--- config.mk ---
export PLATFORM = sky130hd
export DESIGN_NAME = mux_scan_flat
export DESIGN_NICKNAME = d
export VERILOG_FILES = /design/src/rtl/mux_scan_pkg.sv /design/src/rtl/mux_scan_if.sv /design/src/rtl/mux_scan_next_ch.sv /design/src/rtl/mux_scan.sv /design/src/flat_wrapper.sv
export SDC_FILE = /design/constraint.sdc
export NUM_CORES = 1
export LEC_CHECK = 0
export BUFFER_PORTS_ARGS = -buffer_cell sky130_fd_sc_hd__buf_2
export CAP_MARGIN = 25
export CORE_MARGIN = 3
export CORE_UTILIZATION = 56
export CTS_BUF_LIST = sky130_fd_sc_hd__clkbuf_4 sky130_fd_sc_hd__clkbuf_8
export DETAILED_ROUTE_END_ITERATION = 10
export PLACE_DENSITY = 0.87
export SETUP_SLACK_MARGIN = 0.1
export SYNTH_ARGS = -nofsm -noshare
export SYNTH_HDL_FRONTEND = slang
export SYNTH_HIERARCHICAL = 1
export SYNTH_SLANG_ARGS = --single-unit
--- constraint.sdc ---
create_clock -name clk -period 4 [get_ports clk]
set_input_delay 0.8 -clock clk [delete_from_list [all_inputs] [get_ports clk]]
set_output_delay 0.8 -clock clk [all_outputs]
set_load 0.02 [all_outputs]
--- src/rtl/mux_scan_pkg.sv ---
// Shared types and helpers for the mux_scan channel multiplexer.
package mux_pkg;

    typedef enum logic {
        IDLE = 1'b0,
        SCAN = 1'b1
    } state_t;

    localparam logic MODE_DIRECT = 1'b0;
    localparam logic MODE_SCAN   = 1'b1;

    // Channel index width; a 1-channel corner still needs one index bit.
    function automatic int idx_w(input int n);
        return (n <= 2) ? 1 : $clog2(n);
    endfunction

endpackage

--- src/rtl/mux_scan_if.sv ---
// Parallel-source / serial-consumer bundle of the channel multiplexer.
interface mux_scan_if
    import mux_pkg::*;
#(
    parameter int CH = 8,
    parameter int W  = 1
);
    localparam int SW = idx_w(CH);

    logic            mode;
    logic [SW-1:0]   sel;
    logic [CH*W-1:0] d;
    logic [CH-1:0]   en_mask;
    logic            start;
    logic [W-1:0]    out;
    logic [SW-1:0]   out_ch;
    logic            out_valid;
    logic            frame_done;
    logic            busy;

    modport master (
        output mode, sel, d, en_mask, start,
        input  out, out_ch, out_valid, frame_done, busy
    );

    modport slave (
        input  mode, sel, d, en_mask, start,
        output out, out_ch, out_valid, frame_done, busy
    );
endinterface

--- src/rtl/mux_scan_next_ch.sv ---
// Combinational channel finder: next enabled index above cur, lowest enabled
// index, and whether that next index is the highest enabled one.
module mux_next_ch
    import mux_pkg::*;
#(
    parameter int CH = 8,
    localparam int SW = idx_w(CH)
) (
    input  logic [CH-1:0] mask,
    input  logic [SW-1:0] cur,
    output logic [SW-1:0] nxt,
    output logic          found,
    output logic [SW-1:0] lo,
    output logic          is_last
);
    logic above;

    always_comb begin
        nxt   = '0;
        found = 1'b0;
        lo    = '0;
        above = 1'b0;
        // Descending sweeps so the lowest qualifying index wins.
        for (int i = CH - 1; i >= 0; i--) begin
            if (mask[i] && (i > int'(cur))) begin
                nxt   = SW'(i);
                found = 1'b1;
            end
            if (mask[i]) begin
                lo = SW'(i);
            end
        end
        for (int i = 0; i < CH; i++) begin
            if (mask[i] && (i > int'(nxt))) begin
                above = 1'b1;
            end
        end
        is_last = found && !above;
    end
endmodule

--- src/rtl/mux_scan.sv ---
// Registered N-channel W-bit mux with direct select and masked auto-scan.
module mux_scan
    import mux_pkg::*;
#(
    parameter int CH = 8,
    parameter int W  = 1
) (
    input  logic       clk,
    input  logic       rst_n,
    mux_scan_if.slave  bus
);
    localparam int SW = idx_w(CH);

    state_t        state_q, state_d;
    logic [CH-1:0] mask_q, mask_d;
    logic [W-1:0]  out_q, out_d;
    logic [SW-1:0] out_ch_q, out_ch_d;
    logic          out_valid_q, out_valid_d;
    logic          frame_done_q, frame_done_d;
    logic          busy_q, busy_d;

    logic [CH-1:0] find_mask;
    logic [SW-1:0] nxt_ch, lo_ch;
    logic          nxt_found, nxt_last, single_ch;

    // Out-of-range indices (non-power-of-2 CH) select a zero word.
    function automatic logic [W-1:0] pick(input logic [CH*W-1:0] dv,
                                          input logic [SW-1:0]   idx);
        pick = '0;
        for (int k = 0; k < CH; k++) begin
            if (int'(idx) == k) begin
                pick = dv[k*W +: W];
            end
        end
    endfunction

    // In IDLE the finder looks at the live mask so a start can emit at once.
    assign find_mask = (state_q == SCAN) ? mask_q : bus.en_mask;
    assign single_ch = ((bus.en_mask & (bus.en_mask - CH'(1))) == '0);

    mux_next_ch #(.CH(CH)) u_next (
        .mask    (find_mask),
        .cur     (out_ch_q),
        .nxt     (nxt_ch),
        .found   (nxt_found),
        .lo      (lo_ch),
        .is_last (nxt_last)
    );

    always_comb begin
        state_d      = state_q;
        mask_d       = mask_q;
        out_d        = out_q;
        out_ch_d     = out_ch_q;
        out_valid_d  = 1'b0;
        frame_done_d = 1'b0;
        busy_d       = 1'b0;
        unique case (state_q)
            IDLE: begin
                if (bus.mode == MODE_DIRECT) begin
                    out_d       = pick(bus.d, bus.sel);
                    out_ch_d    = bus.sel;
                    out_valid_d = 1'b1;
                end else if (bus.start) begin
                    mask_d = bus.en_mask;
                    if (bus.en_mask == '0) begin
                        frame_done_d = 1'b1;
                    end else begin
                        out_d       = pick(bus.d, lo_ch);
                        out_ch_d    = lo_ch;
                        out_valid_d = 1'b1;
                        busy_d      = 1'b1;
                        if (single_ch) begin
                            frame_done_d = 1'b1;
                        end else begin
                            state_d = SCAN;
                        end
                    end
                end
            end
            SCAN: begin
                out_d       = pick(bus.d, nxt_ch);
                out_ch_d    = nxt_ch;
                out_valid_d = 1'b1;
                busy_d      = 1'b1;
                if (nxt_last || !nxt_found) begin
                    frame_done_d = 1'b1;
                    state_d      = IDLE;
                end
            end
            default: state_d = IDLE;
        endcase
    end

    always_ff @(posedge clk or negedge rst_n) begin
        if (!rst_n) begin
            state_q      <= IDLE;
            mask_q       <= '0;
            out_q        <= '0;
            out_ch_q     <= '0;
            out_valid_q  <= 1'b0;
            frame_done_q <= 1'b0;
            busy_q       <= 1'b0;
        end else begin
            state_q      <= state_d;
            mask_q       <= mask_d;
            out_q        <= out_d;
            out_ch_q     <= out_ch_d;
            out_valid_q  <= out_valid_d;
            frame_done_q <= frame_done_d;
            busy_q       <= busy_d;
        end
    end

    assign bus.out        = out_q;
    assign bus.out_ch     = out_ch_q;
    assign bus.out_valid  = out_valid_q;
    assign bus.frame_done = frame_done_q;
    assign bus.busy       = busy_q;
endmodule

--- src/flat_wrapper.sv ---
// flat-port wrapper written by rule: the top's interface ports become plain ports
module mux_scan_flat import mux_pkg::*;
#(
    parameter int CH = 8,
    parameter int W  = 1
)
  (clk, rst_n, bus_mode, bus_sel, bus_d, bus_en_mask, bus_start, bus_out, bus_out_ch, bus_out_valid, bus_frame_done, bus_busy);
  mux_scan_if #(.CH(CH), .W(W)) bus_i ();
  input  logic clk;
  input  logic rst_n;
  input wire logic [$bits(bus_i.mode)-1:0] bus_mode;
  input wire logic [$bits(bus_i.sel)-1:0] bus_sel;
  input wire logic [$bits(bus_i.d)-1:0] bus_d;
  input wire logic [$bits(bus_i.en_mask)-1:0] bus_en_mask;
  input wire logic [$bits(bus_i.start)-1:0] bus_start;
  output wire logic [$bits(bus_i.out)-1:0] bus_out;
  output wire logic [$bits(bus_i.out_ch)-1:0] bus_out_ch;
  output wire logic [$bits(bus_i.out_valid)-1:0] bus_out_valid;
  output wire logic [$bits(bus_i.frame_done)-1:0] bus_frame_done;
  output wire logic [$bits(bus_i.busy)-1:0] bus_busy;
  assign bus_i.mode = bus_mode;
  assign bus_i.sel = bus_sel;
  assign bus_i.d = bus_d;
  assign bus_i.en_mask = bus_en_mask;
  assign bus_i.start = bus_start;
  assign bus_out = bus_i.out;
  assign bus_out_ch = bus_i.out_ch;
  assign bus_out_valid = bus_i.out_valid;
  assign bus_frame_done = bus_i.frame_done;
  assign bus_busy = bus_i.busy;
  mux_scan #(.CH(CH), .W(W)) u_core (.clk(clk), .rst_n(rst_n), .bus(bus_i));
endmodule
==> run_results.csv <==
group,metric,value,unit
run_status,status,"finished clean",
detailed_routing,num_vias,1292,
detailed_routing,drtIter0Drc,51,
logic_synthesis,synth_ff_type,"dfrtp_1",
timing,post-route-period-util,78.6,%
layout,drive_gt1_share,34.3,%
floorplan,die-area,0.00311,mm2
clock_network,cts_sinks,16,
logic_synthesis,synth.avg_cell_area,9.11,um2
worst_setup_path,cp_slowest_cell,"dfrtp_1",
timing,fmax,318,MHz
grt,grt_use_total,23.4,%
worst_setup_path,critPathCaptureType,"register",
logic_synthesis,syn-cell-area,0.00139,mm2
timing,setup_ws,0.857,ns
power_and_ir_drop,ir_drop,0.000518,V
logic_synthesis,synth_enable_flop_cells,0,
logic_synthesis,ys_seq_elements,16,
clock_network,cts_setup_buffers,0,
placement,gp_congestion,0.955,
clock_network,clockBufferDepth,2,
timing,timing.final.setup_violations,0,
hold_path,hold_path.class,"primary input to async pin",
floorplan,ios,30,
logic_synthesis,async_flop_share,100,%
layout,nNetsFinal,202,
clock_network,clk_latency,0.29,ns
detailed_routing,detail-route-antenna-nets,0,
worst_setup_path,crit_top_cell,"mux2_2",
detailed_routing,wl_per_cell,16.8,um
timing,worst_pin_slew,0.665,ns
logic_synthesis,synth_cell_types,46,
grt,grt_antenna_before_repair,0,
grt,grt_overflow,0,
layout,final_cells,206,
logic_synthesis,synthMostInstantiatedCell,"nand2_1",
power_and_ir_drop,fin_total_pwr,1.18,mW
clock_network,cts_root_buffer,"clkbuf_4",
worst_setup_path,cp_max_fo,20,
logic_synthesis,yosys_warnings,6,
placement,dpl_cell_area,0.00153,mm2
floorplan,die_w,55.7,um
worst_setup_path,crit_chain,"mux2_2 > nand2b_1 > nor2b_1 > o21bai_1 > a21oi_1 > nor2_1 > mux4_2 > mux2_2 > o221a_1",
timing,slew_headroom,55.7,%
detailed_routing,drtPass1Iterations,4,
power_and_ir_drop,power_density,757,mW/mm2
clock_network,cts.repair.resized,0,
worst_setup_path,cp.arrival,3.32,ns
layout,fin_util,68.7,%
worst_setup_path,cp-start-kind,"register",
worst_setup_path,worstPathRequired,4.18,ns
job,drv_cap,0,
timing,period_minus_slack,3.14,ns
worst_setup_path,worstSetupPathType,"register to register",
clock_network,numCtsBuffers,3,
floorplan,die_y,55.7,um
timing,hold_viol_final,0,
timing,report.final.slew_viol_count,0,
placement,dp_cells,202,
timing,holdWs,0.404,ns
clock_network,cts_tree,"done",
logic_synthesis,synth_area_leaders,"dfrtp_1 29%, nand2_1 9.2%, mux2i_1 7.9%, mux2_2 7.3%, mux4_2 6.5%",
logic_synthesis,synth_top_area_share,28.9,%
grt,grt_max_degree,21,
timing,clock_skew,0.00330,ns
layout,fin_area,0.00156,mm2
floorplan,core_area,0.00228,mm2
detailed_routing,wirelength,3470,um
layout,area_growth,12.9,%
power_and_ir_drop,p_leak,0.724,nW
clock_network,ctsHoldBuffers,0,
clock_network,path_clk_slew,0.09,ns
logic_synthesis,synth.largest_area_cell,"dfrtp_1",
detailed_routing,viasPerCell,6.27,
timing,rsz0062_at_grt,"no",
floorplan,num_rows,17,
detailed_routing,drc,0,
placement,portBuffers,29,
layout,diodes,0,
logic_synthesis,synthCells,152,
logic_synthesis,yosysSeqAreaShare,28.9,%
grt,grt_pass1_vias,1281,
clock_network,cts-htree-levels,1,
logic_synthesis,synthesis.nets,175,
worst_setup_path,reg2regPathDepth,9,
placement,hpwl,2670,um
timing,setup_tns,0,ns
worst_setup_path,critPathMaxStageDelay,0.78,ns
floorplan,initial_core_util,60.9,%
placement,post-place-ws,0.863,ns
grt,grt_pass1_wl,5850,um
logic_synthesis,ys_top_cells_by_count,"34 x nand2_1, 16 x dfrtp_1, 11 x mux2i_1, 9 x mux2_2, 8 x nor2_1",
-- layout by cell type (no fill, tap or decap), types with 3 or more instances in the layout --
cell | synthesis | layout
dfrtp_1 | 16 | 16
buf_2 | 3 | 29
mux4_2 | 4 | 4
o21ai_0 | 7 | 7
mux2i_1 | 11 | 11
o22ai_1 | 3 | 3
nor2_1 | 8 | 8
mux2_2 | 9 | 9
mux2_4 | 3 | 3
nand2_1 | 34 | 34
a21oi_1 | 5 | 5
inv_1 | 3 | 3
clkbuf_4 | 0 | 3
nand2b_1 | 6 | 6
-- final timing paths --
path	start	end	slack, ns
worst min register to register	u_core/mask_q[3]	u_core/mask_q[3]	0.49
worst max-delay path	u_core/state_q	u_core/bus.out	0.86
worst max register to register	u_core/state_q	u_core/bus.out	0.86
max in group asynchronous	rst_n	u_core/bus.frame_done	3.33
worst min-delay path	rst_n	u_core/mask_q[7]	0.40
min in group clk	u_core/mask_q[3]	u_core/mask_q[3]	0.49
-- kinds of logic (layout without fill, tap and decap cells) --
group           count (synthesis)  count (layout)  share of synthesized area, %
mux                            27              27                          25.0
compound gates                 35              35                          19.1
fa+ha+maj                       1               1                         0.723
flops                          16              16                          28.9
buf+inv                        11              37                          3.79
simple gates                   62              62                          22.4
-- registers in the layout (all words and copies together), names as in the netlist --
register	flops
u_core/mask_q	8
u_core/bus.out_ch	3
u_core/bus.busy	1
u_core/bus.frame_done	1
u_core/bus.out	1
u_core/bus.out_valid	1
u_core/state_q	1
-- layout make-up --
| type | count | area (um2) |
|---|---|---|
| multi-input cells | 125 | 932 |
| inverters | 4 | 15.0 |
| fillers | 189 | 712 |
| clock buffers | 4 | 36.3 |
| well taps | 28 | 35.0 |
| flip-flops and latches | 16 | 400 |
| repair buffers | 29 | 145 |
-- metal layers --
layer,up-vias,part of all wire [%],global-route usage [%]
met1,624,43,30.2
li1,609,-,-
met5,-,0,0
met4,0,2.9,13.9
met3,12,5.8,2.32
met2,47,48,37.8
-- worst max-delay path: cells and delay by family, from the launching register on --
| kind | cells | cell delay, ns |
|---|---|---|
| muxes | 3 | 1.26 |
| DFF | 1 | 0.78 |
| and+or+nand+nor | 3 | 0.58 |
| AOI/OAI and AO/OA | 3 | 0.40 |
-- where the power goes --
part           leakage, nW  internal, mW  switching [mW]
clock network       0.0210        0.0555          0.0518
registers            0.195         0.229          0.0963
logic                0.508         0.355           0.396
Note: power is estimated with default switching activity, not from simulation.
